File: src/rtl/datapath_ctrl.sv
// datapath_ctrl: Moore sequencer for the 16-bit register-file/ALU datapath.
// Latches one instruction on start, decodes it and steps the datapath one
// state per cycle. All control outputs are registered.
// Optional: define ILLEGAL_TRAP_EN to add the sticky `illegal` flag and a done
// pulse on unsupported encodings; without it those encodings return silently.
module datapath_ctrl #(
    parameter int IW = 16,
    parameter int DW = 16
) (
    input  logic          clk,
    input  logic          rst,
    input  logic          start,
    input  logic [IW-1:0] instr,
    output logic          waiting,
    output logic          done,
    output logic [DW-1:0] datapath_in,
    output logic          wb_sel,
    output logic [2:0]    w_addr,
    output logic          w_en,
    output logic [2:0]    r_addr,
    output logic          en_A,
    output logic          en_B,
    output logic [1:0]    shift_op,
    output logic          sel_A,
    output logic          sel_B,
    output logic [1:0]    ALU_op,
    output logic          en_C,
`ifdef ILLEGAL_TRAP_EN
    output logic          illegal,
`endif
    output logic          en_status
);

    typedef enum logic [2:0] {
        StWait, StDecode, StLoadA, StLoadB, StCalc, StWrImm, StWrReg
    } state_e;

    typedef enum logic [2:0] {
        KMovImm, KMovReg, KMvn, KAdd, KCmp, KAnd, KIllegal
    } kind_e;

    // Classify from the opc/op header bits [15:11].
    function automatic kind_e classify(input logic [4:0] hdr);
        kind_e k;
        k = KIllegal;
        if (hdr == 5'b110_10) begin
            k = KMovImm;
        end else if (hdr == 5'b110_00) begin
            k = KMovReg;
        end else if (hdr[4:2] == 3'b101) begin
            case (hdr[1:0])
                2'b00:   k = KAdd;
                2'b01:   k = KCmp;
                2'b10:   k = KAnd;
                default: k = KMvn;
            endcase
        end
        return k;
    endfunction

    state_e        state_q, state_d;
    logic [IW-1:0] ir_q, ir_d;
    kind_e         kind_q, kind_d;

    logic       waiting_d, done_d, wb_sel_d, w_en_d;
    logic [2:0] w_addr_d, r_addr_d;
    logic       en_A_d, en_B_d, sel_A_d, en_C_d, en_status_d;
    logic [1:0] shift_op_d, ALU_op_d;

    assign kind_q      = classify(ir_q[15:11]);
    assign kind_d      = classify(ir_d[15:11]);
    assign datapath_in = {{(DW-8){ir_q[7]}}, ir_q[7:0]};
    assign sel_B       = 1'b0;

    // Next state and instruction register; start only matters in WAIT.
    always_comb begin
        state_d = state_q;
        ir_d    = ir_q;
        case (state_q)
            StWait: begin
                if (start) begin
                    state_d = StDecode;
                    ir_d    = instr;
                end
            end
            StDecode: begin
                case (kind_q)
                    KMovImm:             state_d = StWrImm;
                    KMovReg, KMvn:       state_d = StLoadB;
                    KAdd, KCmp, KAnd:    state_d = StLoadA;
                    default:             state_d = StWait;
                endcase
            end
            StLoadA: state_d = StLoadB;
            StLoadB: state_d = StCalc;
            StCalc:  state_d = (kind_q == KCmp) ? StWait : StWrReg;
            default: state_d = StWait;
        endcase
    end

    // Outputs for the state being entered, so they come straight from flops.
    always_comb begin
        waiting_d   = 1'b0;
        done_d      = 1'b0;
        wb_sel_d    = 1'b0;
        w_addr_d    = 3'd0;
        w_en_d      = 1'b0;
        r_addr_d    = 3'd0;
        en_A_d      = 1'b0;
        en_B_d      = 1'b0;
        shift_op_d  = 2'b00;
        sel_A_d     = 1'b0;
        ALU_op_d    = 2'b00;
        en_C_d      = 1'b0;
        en_status_d = 1'b0;
        case (state_d)
            StWait: waiting_d = 1'b1;
            StDecode: begin
`ifdef ILLEGAL_TRAP_EN
                done_d = (kind_d == KIllegal);
`endif
            end
            StLoadA: begin
                r_addr_d = ir_d[10:8];
                en_A_d   = 1'b1;
            end
            StLoadB: begin
                r_addr_d = ir_d[2:0];
                en_B_d   = 1'b1;
            end
            StCalc: begin
                shift_op_d  = ir_d[4:3];
                ALU_op_d    = (kind_d == KMovReg) ? 2'b00 : ir_d[12:11];
                sel_A_d     = (kind_d == KMovReg) || (kind_d == KMvn);
                en_C_d      = (kind_d != KCmp);
                en_status_d = (kind_d == KCmp);
                done_d      = (kind_d == KCmp);
            end
            StWrImm: begin
                wb_sel_d = 1'b1;
                w_addr_d = ir_d[10:8];
                w_en_d   = 1'b1;
                done_d   = 1'b1;
            end
            StWrReg: begin
                w_addr_d = ir_d[7:5];
                w_en_d   = 1'b1;
                done_d   = 1'b1;
            end
            default: ;
        endcase
    end

`ifdef ILLEGAL_TRAP_EN
    logic illegal_d;

    // Sticky trap: set after an illegal decode, cleared by a legal accept.
    always_comb begin
        illegal_d = illegal;
        if (state_q == StWait && start) begin
            if (kind_d != KIllegal) illegal_d = 1'b0;
        end else if (state_q == StDecode && kind_q == KIllegal) begin
            illegal_d = 1'b1;
        end
    end

    // Trap flag register.
    always_ff @(posedge clk or posedge rst) begin
        if (rst) illegal <= 1'b0;
        else     illegal <= illegal_d;
    end
`endif

    // State, instruction and registered control outputs.
    always_ff @(posedge clk or posedge rst) begin
        if (rst) begin
            state_q   <= StWait;
            ir_q      <= '0;
            waiting   <= 1'b1;
            done      <= 1'b0;
            wb_sel    <= 1'b0;
            w_addr    <= 3'd0;
            w_en      <= 1'b0;
            r_addr    <= 3'd0;
            en_A      <= 1'b0;
            en_B      <= 1'b0;
            shift_op  <= 2'b00;
            sel_A     <= 1'b0;
            ALU_op    <= 2'b00;
            en_C      <= 1'b0;
            en_status <= 1'b0;
        end else begin
            state_q   <= state_d;
            ir_q      <= ir_d;
            waiting   <= waiting_d;
            done      <= done_d;
            wb_sel    <= wb_sel_d;
            w_addr    <= w_addr_d;
            w_en      <= w_en_d;
            r_addr    <= r_addr_d;
            en_A      <= en_A_d;
            en_B      <= en_B_d;
            shift_op  <= shift_op_d;
            sel_A     <= sel_A_d;
            ALU_op    <= ALU_op_d;
            en_C      <= en_C_d;
            en_status <= en_status_d;
        end
    end

endmodule

File: config.mk
export PLATFORM = sky130hd
export DESIGN_NAME = datapath_ctrl
export DESIGN_NICKNAME = d
export VERILOG_FILES = /design/src/rtl/datapath_ctrl.sv
export SDC_FILE = /design/constraint.sdc
export NUM_CORES = 1
export LEC_CHECK = 0
export BUFFER_PORTS_ARGS = -buffer_cell sky130_fd_sc_hd__buf_2
export CAP_MARGIN = 20
export CORE_ASPECT_RATIO = 1.5
export CORE_MARGIN = 1.5
export CORE_UTILIZATION = 45
export DETAILED_ROUTE_END_ITERATION = 7
export GPL_TIMING_DRIVEN = 0
export HOLD_SLACK_MARGIN = 0.15
export PLACE_DENSITY = 0.73
export SLEW_MARGIN = 20
export SYNTH_ARGS = -nofsm -noshare
export SYNTH_HDL_FRONTEND = slang
export SYNTH_SLANG_ARGS = --single-unit
File: constraint.sdc
create_clock -name clk -period 4.5 [get_ports clk]
set_input_delay 0.9 -clock clk [delete_from_list [all_inputs] [get_ports clk]]
set_output_delay 0.9 -clock clk [all_outputs]
set_load 0.02 [all_outputs]
==> results_tabular.tex, run 1 <==
\begin{tabular}{lr}
\hline
Metric & Value \\
\hline
\multicolumn{2}{l}{\textbf{Timing}} \\
Setup repair after global routing missed its margin & false \\
Total count of max-transition violations in the final report & 0 \\
Total setup violations reported at the end of the flow & 0 \\
Minimum setup slack in the final design & 2.11 ns \\
Fin Setup TNS & 0 ns \\
Portion of the clock cycle consumed by the worst path in the final layout & 53.1\% \\
Final hold violation count & 0 \\
Post-layout minimum cycle time & 2.39 ns \\
Highest clock rate & about 420 MHz \\
Final setup skew & 0.00556 ns \\
\multicolumn{2}{l}{\textbf{Critical path}} \\
Startpoint of the worst-slack reg-to-reg timing path & state\_q[1]\$\_DFF\_PP0\_ \\
Required time at the worst-slack endpoint & 4.73 ns \\
Crit-path max FO & 10 \\
FF-to-FF End & sel\_A\$\_DFF\_PP0\_ \\
Critical path launch point type & primary input \\
Arrival @ worst endpoint & 2.62 ns \\
R2r worst-path depth & 10 \\
Type of the worst setup path & in -> reg \\
Type of element capturing the critical path & flip-flop \\
Setup slack on the worst flop-to-flop path & 2.24 ns \\
\multicolumn{2}{l}{\textbf{Synthesis}} \\
Number of enable-type register cells in the synthesized netlist & 0 \\
Ys async rst share & between 90\% and 100\% \\
Share of the yosys chip area belonging to registers & roughly 52\% \\
Dominant cell by count in the synthesized netlist & sky130\_fd\_sc\_hd\_\_dfrtp\_1 \\
Number of storage elements in the synthesis netlist & 38 \\
Most area-consuming cells after synthesis & sky130\_fd\_sc\_hd\_\_dfrtp\_1 (51\%), sky130\_fd\_sc\_hd\_\_buf\_4 (7.4\%), sky130\_fd\_sc\_hd\_\_mux2i\_1 (3.8\%) \\
Top cells by instance count after synthesis & sky130\_fd\_sc\_hd\_\_dfrtp\_1 (37), sky130\_fd\_sc\_hd\_\_buf\_4 (18), sky130\_fd\_sc\_hd\_\_inv\_1 (14) \\
Mean instance size in the synthesized netlist & approximately 11 um2 \\
Synthesis Warnings & 0 \\
Share of Yosys cell area claimed by the top area cell type & 50.8\% \\
Nets in the synthesized netlist & about 180 \\
Yosys top cell by area & sky130\_fd\_sc\_hd\_\_dfrtp\_1 \\
Most used DFF post-synth & sky130\_fd\_sc\_hd\_\_dfrtp\_1 \\
Gate count after technology mapping & 159 \\
Post-synthesis instance area & $\sim$0.0018 mm2 \\
Number of distinct standard cells referenced by the synthesized netlist & 46 \\
\multicolumn{2}{l}{\textbf{Placement}} \\
Number of I/O port buffers & 53 \\
Post-DP HPWL & $\sim$2600 um \\
Placement-stage cell area & 0.00217 mm2 \\
Cell total after placement & approximately 260 \\
Routability-driven placement congestion ratio & 0.800 \\
Place WS & between 1.5 and 2 ns \\
\multicolumn{2}{l}{\textbf{Hold path}} \\
Min-Delay Endpoint & ir\_q[5]\$\_DFF\_PP0\_ \\
Beginning of the worst hold path & ir\_q[5]\$\_DFF\_PP0\_ \\
Worst hold path depth & 2 \\
Min-Delay Path Class & reg -> reg \\
\multicolumn{2}{l}{\textbf{Floorplanning}} \\
Effective utilization at floorplan & 46.5\% \\
I/O pin count & 55 \\
Die area & between 0.004 and 0.005 mm2 \\
Placement Rows & 28 \\
Die W & 55.0 um \\
Area of the core & 0.00392 mm2 \\
Die height & around 81 um \\
\multicolumn{2}{l}{\textbf{Cells and area}} \\
Layout Nets & 243 \\
Layout overhead on the synthesized area & 25.0\% \\
Share of final-layout standard cells stronger than drive strength 1 & 44.3\% \\
Total non-filler cell area in the finished layout & between 0.002 and 0.0025 mm2 \\
Diode count & 0 \\
Number of non-filler instances in the completed layout & 266 \\
\multicolumn{2}{l}{\textbf{Clock network}} \\
CTS Hold Buffers Added & 0 \\
Number of buffers on the longest clock path & 2 \\
CTS H-tree lvls & 2 \\
CTS-repair resized insts & 0 \\
Clock slew at reported path FFs & 0.07 ns \\
Root buffer selected by CTS & sky130\_fd\_sc\_hd\_\_clkbuf\_8 \\
Number of sinks on the clock net & 38 \\
Clock buffer count from CTS & 5 \\
TritonCTS clock tree & done \\
Insertion delay of the later-clocked pin in the worst-skew pair & 0.29 ns \\
Post CTS Setup Buffer Count & 0 \\
\multicolumn{2}{l}{\textbf{Run}} \\
Number of maximum-capacitance constraint violations & 0 \\
\multicolumn{2}{l}{\textbf{Power and ir drop}} \\
P\_leak & 0.00124 uW \\
PwrDens & 750 mW/mm2 \\
Pwr Total & 1710 uW \\
VDD IR max & slightly above 400 uV \\
\multicolumn{2}{l}{\textbf{Global routing}} \\
Vias in the first global route & 1168 \\
Antenna violations before repair & 0 \\
Largest net degree at the start of global routing & 24 \\
Wire length of the first global-routing pass & 5200 um \\
GR Overflow Total & 0 \\
Combined global-route utilization of all metal layers & 16.7\% \\
\multicolumn{2}{l}{\textbf{Route}} \\
Number of iterations in the first detailed-routing pass & 4 \\
Post-detailed-route DRC marker count & 0 \\
Total via count in the routed design & between 1000 and 1500 \\
Final routed wire length divided by cell count & 12.6 um \\
Routed vias/inst & a little under 5 \\
Detailed Route Iter0 Violations & 14 \\
Routed Wire Length & 3360 um \\
Antenna Violating Nets Remaining & 0 \\
\multicolumn{2}{l}{\textbf{Outcome}} \\
Run status & finished clean \\
\hline
\end{tabular}
[state kept, by name, summed over array words and instances, names as in the netlist, 2 cells and up]
register and count:
w_addr 3, shift_op 2, ALU_op 2, ir_q 16, r_addr 3, state_q 3
[per-layer routing]
layer | wire (um) | vias to the layer above | global-route usage (%)
li1 | - | 651 | -
met1 | 1240 | 608 | 18.5
met2 | 1840 | 43 | 28.5
met3 | 218 | 5 | 4.60
met4 | 59 | 0 | 8.05
met5 | 0 | - | 0
[stage by stage]
step	hold slack [ns]	utilization [%]
2_1_floorplan	0.466	-
3_3_place_gp	0.503	54.7
3_5_place_dp	0.506	55.4
4_1_cts	0.524	58.1
5_1_grt	0.551	58.1
6_report	0.525	58.1
[placed cells by master (no fill, tap or decap), drive strengths merged]
cell type	n
a211o	1
a21boi	1
a21o	2
a21oi	6
a31o	3
a31oi	1
and2	1
and2b	2
and3	4
and3b	1
buf	74
bufinv	1
clkbuf	7
clkinv	1
conb	1
dfrtp	37
dfstp	1
ha	4
inv	14
mux2	7
mux2i	7
nand2	5
nand2b	3
nand3	3
nand3b	1
nand4b	1
nor2	8
nor2b	1
nor3	4
nor3b	2
nor4	3
nor4b	1
o211a	1
o211ai	1
o21a	2
o21ai	2
o22ai	3
o31a	1
o41a	1
or2	2
[cell families (layout without fill, tap and decap cells)]
logic type | Yosys count | in the layout | share of synthesized area (%)
compound gates | 25 | 25 | 10.7
mux | 14 | 14 | 8.57
buf+inv | 35 | 97 | 11.7
fa+ha+maj | 4 | 4 | 2.74
flops | 38 | 38 | 52.2
other cells | 1 | 1 | 0.206
simple gates | 42 | 42 | 13.9
[critical path, stage by stage]
cell	delay [ns]
sky130_fd_sc_hd__buf_2	0.08
sky130_fd_sc_hd__nor4b_2	0.18
sky130_fd_sc_hd__buf_4	0.24
sky130_fd_sc_hd__buf_6	0.18
sky130_fd_sc_hd__nor2_1	0.05
sky130_fd_sc_hd__a21oi_1	0.20
sky130_fd_sc_hd__inv_1	0.08
sky130_fd_sc_hd__ha_1	0.17
sky130_fd_sc_hd__nand3b_1	0.16
sky130_fd_sc_hd__nor3_2	0.21
sky130_fd_sc_hd__o21a_1	0.16
[how the worst max path moves through the flow]
| stage | from | end | slack [ns] |
|---|---|---|---|
| floorplan | start | sel_A$_DFF_PP0_ | 2.11 |
| global placement | start | sel_A$_DFF_PP0_ | 1.79 |
| detailed placement | start | sel_A$_DFF_PP0_ | 1.79 |
| CTS | start | sel_A$_DFF_PP0_ | 2.09 |
| global route | start | sel_A$_DFF_PP0_ | 1.91 |
| finish | start | sel_A$_DFF_PP0_ | 2.11 |
[report_power, final]
group | switching, uW | total, uW | internal (uW)
Clock | 110 | 276 | 166
Sequential | 84.4 | 553 | 468
Combinational | 484 | 880 | 396
[cell type report]
cell class,count,area (um2)
inverter,15,61.3
buffer,20,151
timing repair buffer,54,293
clock inverter,1,30.0
clock buffer,7,76.3
multi-input combinational,86,659
tap,45,56.3
fill,368,1640
sequential,38,952
Note: power is estimated with default switching activity, not from simulation.
==> run 2, diff against run 1 <==
Settings changed: ABC_AREA from default to 1.
Clock period 4.5 ns to 2.5 ns, I/O delays scaled along.
==> run 2 against run 1 <==
Clock power increased by 120%. Setup slack got worse by 1.6 ns. Critical path depth unchanged. Clock skew decreased by 0.0023 ns. Critical endpoint is now ALU_op[1]$_DFF_PP0_.
==> results_tabular.tex, run 2 <==
\begin{tabular}{lr}
\hline
Metric & Value \\
\hline
\multicolumn{2}{l}{\textbf{Route}} \\
Antenna Violating Nets Remaining & 0 (unchanged) \\
Routed vias/inst & 4.62 (-6.0\%) \\
Final routed wire length divided by cell count & 11.3 um (-11\%) \\
Total via count in the routed design & 1409 (+7.8\%) \\
Number of iterations in the first detailed-routing pass & 4 (unchanged) \\
Detailed Route Iter0 Violations & 21 (+7) \\
Routed Wire Length & 3440 um (+2.4\%) \\
Post-detailed-route DRC marker count & 0 (unchanged) \\
\multicolumn{2}{l}{\textbf{Synthesis}} \\
Yosys top cell by area & sky130\_fd\_sc\_hd\_\_dfrtp\_1 \\
Mean instance size in the synthesized netlist & 9.29 um2 (-19\%) \\
Nets in the synthesized netlist & 222 (+22\%) \\
Most area-consuming cells after synthesis & sky130\_fd\_sc\_hd\_\_dfrtp\_1 (50\%), sky130\_fd\_sc\_hd\_\_nand2\_1 (12\%), sky130\_fd\_sc\_hd\_\_buf\_4 (7.7\%) \\
Number of storage elements in the synthesis netlist & 38 (unchanged) \\
Dominant cell by count in the synthesized netlist & sky130\_fd\_sc\_hd\_\_nand2\_1 \\
Synthesis Warnings & 0 (unchanged) \\
Gate count after technology mapping & 199 (+25\%) \\
Number of distinct standard cells referenced by the synthesized netlist & 29 (-37\%) \\
Top cells by instance count after synthesis & sky130\_fd\_sc\_hd\_\_nand2\_1 (58), sky130\_fd\_sc\_hd\_\_dfrtp\_1 (37), sky130\_fd\_sc\_hd\_\_inv\_1 (22) \\
Most used DFF post-synth & sky130\_fd\_sc\_hd\_\_dfrtp\_1 \\
Post-synthesis instance area & 0.00185 mm2 (+1.4\%) \\
Share of Yosys cell area claimed by the top area cell type & 50.1\% (-0.69 points) \\
Number of enable-type register cells in the synthesized netlist & 0 (unchanged) \\
Share of the yosys chip area belonging to registers & 51.5\% (-0.71 points) \\
Ys async rst share & 100\% (unchanged) \\
\multicolumn{2}{l}{\textbf{Cells and area}} \\
Filler instances & 366 (-0.54\%) \\
Layout overhead on the synthesized area & 24.8\% \\
Share of final-layout standard cells stronger than drive strength 1 & 43.5\% (-0.88 points) \\
Max reg flops & 16 (unchanged) \\
Commonest non-fill, non-tap cell in the layout & sky130\_fd\_sc\_hd\_\_nand2\_1 \\
Number of non-filler instances in the completed layout & 305 (+15\%) \\
Layout Nets & 282 (+16\%) \\
Diode count & 0 (unchanged) \\
Most frequent cells in the layout & sky130\_fd\_sc\_hd\_\_nand2\_1 (58), sky130\_fd\_sc\_hd\_\_buf\_2 (53), sky130\_fd\_sc\_hd\_\_dfrtp\_1 (37) \\
Register bank with the most flops & ir\_q \\
\multicolumn{2}{l}{\textbf{Critical path}} \\
FF-to-FF End & ALU\_op[1]\$\_DFF\_PP0\_ \\
Largest stage delay on the critical path & 0.44 ns (+0.20 ns) \\
Setup slack on the worst flop-to-flop path & 0.48 ns (-1.76 ns) \\
Type of the worst setup path & reg -> reg \\
Required time at the worst-slack endpoint & 2.67 ns (-2.06 ns) \\
R2r worst-path depth & 11 (+1) \\
Critical path launch point type & flip-flop \\
Startpoint of the worst-slack reg-to-reg timing path & state\_q[2]\$\_DFF\_PP0\_ \\
Type of element capturing the critical path & flip-flop \\
Slowest stage cell, crit path & sky130\_fd\_sc\_hd\_\_dfrtp\_1 \\
Critical Path Most Common Cell & sky130\_fd\_sc\_hd\_\_nand2\_1 \\
Crit-path max FO & 10 (unchanged) \\
Arrival @ worst endpoint & 2.19 ns (-0.43 ns) \\
Cell-by-cell trace of the critical path & nor2\_2 > nand2\_2 > buf\_6 > buf\_4 > o21ai\_1 > inv\_1 > ha\_1 > nand2\_1 > nand4\_1 > nand2\_1 > nor2\_1 \\
\multicolumn{2}{l}{\textbf{Outcome}} \\
Run status & finished clean \\
\multicolumn{2}{l}{\textbf{Power and ir drop}} \\
Fraction of power consumed by combinational cells & 47.7\% (-3.8 points) \\
VDD IR max & 732 uV (+81\%) \\
P\_leak & 0.00137 uW (+9.9\%) \\
PwrDens & 1300 mW/mm2 (+74\%) \\
Relative contribution of sequential cells to total power & 32.0\% (-0.3 points) \\
Net Sw Power & 1220 uW (+80\%) \\
Clk network pwr share & 20.4\% (+4.2 points) \\
Internal power component & 1780 uW (+73\%) \\
Net Sw Frac & 40.7\% (+0.97 points) \\
\multicolumn{2}{l}{\textbf{Timing}} \\
Worst relative slew slack & between 40 and 50\% \\
Total setup violations reported at the end of the flow & 0 (unchanged) \\
Portion of the clock cycle consumed by the worst path in the final layout & 80.8\% \\
Final hold violation count & 0 (unchanged) \\
Post-layout minimum cycle time & 2.02 ns \\
Fin Setup TNS & 0 ns (unchanged) \\
Worst hold-check slack & 0.343 ns (-0.182 ns) \\
Worst slew pin tran & a little over 0.8 ns \\
Highest clock rate & 495 MHz \\
Final setup skew & 0.00321 ns (-0.00235 ns) \\
Setup repair after global routing missed its margin & false \\
Minimum setup slack in the final design & 0.481 ns (-1.63 ns) \\
Total count of max-transition violations in the final report & 0 (unchanged) \\
\multicolumn{2}{l}{\textbf{Placement}} \\
Number of I/O port buffers & 53 (unchanged) \\
Cell total after placement & 297 (+15\%) \\
Routability-driven placement congestion ratio & 0.778 (-2.8\%) \\
Post-DP HPWL & 2630 um (+1.1\%) \\
Place WS & 0.369 ns (-1.42 ns) \\
\multicolumn{2}{l}{\textbf{Floorplanning}} \\
Die height & 81.5 um (+0.65\%) \\
I/O pin count & 55 (unchanged) \\
Die W & 55.3 um (+0.65\%) \\
Die area & 0.00451 mm2 (+1.3\%) \\
Placement Rows & 28 (unchanged) \\
Effective utilization at floorplan & 46.7\% (+0.22 points) \\
Area of the core & 0.00396 mm2 (+0.89\%) \\
\multicolumn{2}{l}{\textbf{Global routing}} \\
Vias in the first global route & 1272 (+8.9\%) \\
Wire length of the first global-routing pass & 5550 um (+6.8\%) \\
Global Route met1 Usage & 17.5\% (-1.1 points) \\
Largest net degree at the start of global routing & 39 (+63\%) \\
Global routing met2 resource utilization & 28.9\% (+0.48 points) \\
Layer with the highest usage after global routing & met2 \\
Combined global-route utilization of all metal layers & 15.8\% (-0.91 points) \\
Antenna violations before repair & 0 (unchanged) \\
GR Overflow Total & 0 (unchanged) \\
Global Route met3 Usage & 4.25\% (-0.34 points) \\
\multicolumn{2}{l}{\textbf{Hold path}} \\
Min-Delay Path Class & in -> async \\
\multicolumn{2}{l}{\textbf{Clock network}} \\
Root buffer selected by CTS & sky130\_fd\_sc\_hd\_\_clkbuf\_8 \\
Number of buffers on the longest clock path & 2 (unchanged) \\
TritonCTS clock tree & done \\
Clock buffer count from CTS & 5 (unchanged) \\
CTS H-tree lvls & 2 (unchanged) \\
CTS-repair resized insts & 0 (unchanged) \\
Insertion delay of the later-clocked pin in the worst-skew pair & 0.28 ns (about the same) \\
Clock slew at reported path FFs & 0.07 ns (about the same) \\
Post CTS Setup Buffer Count & 0 (unchanged) \\
Number of sinks on the clock net & 38 (unchanged) \\
CTS Hold Buffers Added & 0 (unchanged) \\
\multicolumn{2}{l}{\textbf{Run}} \\
Number of maximum-capacitance constraint violations & 0 (unchanged) \\
\hline
\end{tabular}
run 2: cell types whose count changed after synthesis, sizes merged, moves of 4 or more:
cell,before,now
and3,4,0
inv,14,28
nand4,0,7
mux2i,7,0
mux2,7,0
nand2,5,68
run 2: logic make-up after synthesis:
| logic type | count (synthesis) | synth area share [%] |
|---|---|---|
| AO/OA/AOI/OAI | 12 | 4.74 |
| AND/OR/NAND/NOR | 96 | 26.9 |
| other | 1 | 0.203 |
| buffers and inverters | 48 | 14.0 |
| adder cells (fa/ha/maj) | 4 | 2.71 |
| flip-flops | 38 | 51.5 |
run 2: power by group through the flow:
stage / sequential [uW] / clock (uW) / combinational (uW)
floorplan: 1050 / 0 / 1000
global placement: 964 / 0 / 1410
detailed placement: 971 / 0 / 1440
CTS: 961 / 625 / 1440
global route: 991 / 650 / 1580
finish: 960 / 612 / 1430
run 2: metrics by stage:
step	utilization, %	power [uW]	area [um2]
after global routing	58.3	3220	2310
after floorplan	-	2050	1850
final	58.3	3000	2310
after CTS	58.3	3030	2310
after detailed placement	54.8	2410	2170
after global placement	54.8	2380	2170
run 2: how the worst max path moves through the flow:
stage | cells past startpoint | startpoint | slack, ns | end
2_1_floorplan | 11 | start | 0.71 | ALU_op[0]$_DFF_PP0_
3_3_place_gp | 13 | start | 0.39 | ALU_op[1]$_DFF_PP0_
3_5_place_dp | 12 | start | 0.37 | ALU_op[1]$_DFF_PP0_
4_1_cts | 10 | state_q[2]$_DFF_PP0_ | 0.49 | ALU_op[1]$_DFF_PP0_
5_1_grt | 11 | state_q[2]$_DFF_PP0_ | 0.31 | ALU_op[1]$_DFF_PP0_
6_report | 11 | state_q[2]$_DFF_PP0_ | 0.48 | ALU_op[1]$_DFF_PP0_
run 2: worst max-delay path: cells and delay by family, from the launching register on:
| kind | cells | cell delay [ns] |
|---|---|---|
| compound gates | 1 | 0.24 |
| flops | 1 | 0.44 |
| simple gates | 6 | 0.58 |
| buf+inv | 3 | 0.43 |
| fa+ha+maj | 1 | 0.20 |
run 2: layout make-up:
type	count	area [um2]	area share, %
inverters	28	105	4.55
clock inverters	3	68.8	2.98
clock buffers	5	68.8	2.98
plain buffers	20	154	6.67
well taps	45	56.3	2.44
repair buffers	53	265	11.5
flip-flops and latches	38	952	41.2
multi-input cells	113	638	27.6
run 2: layer usage:
layer	wire (um)	vias up
met5	0	-
met4	61	0
met3	142	7
met2	1800	33
met1	1430	654
li1	-	715
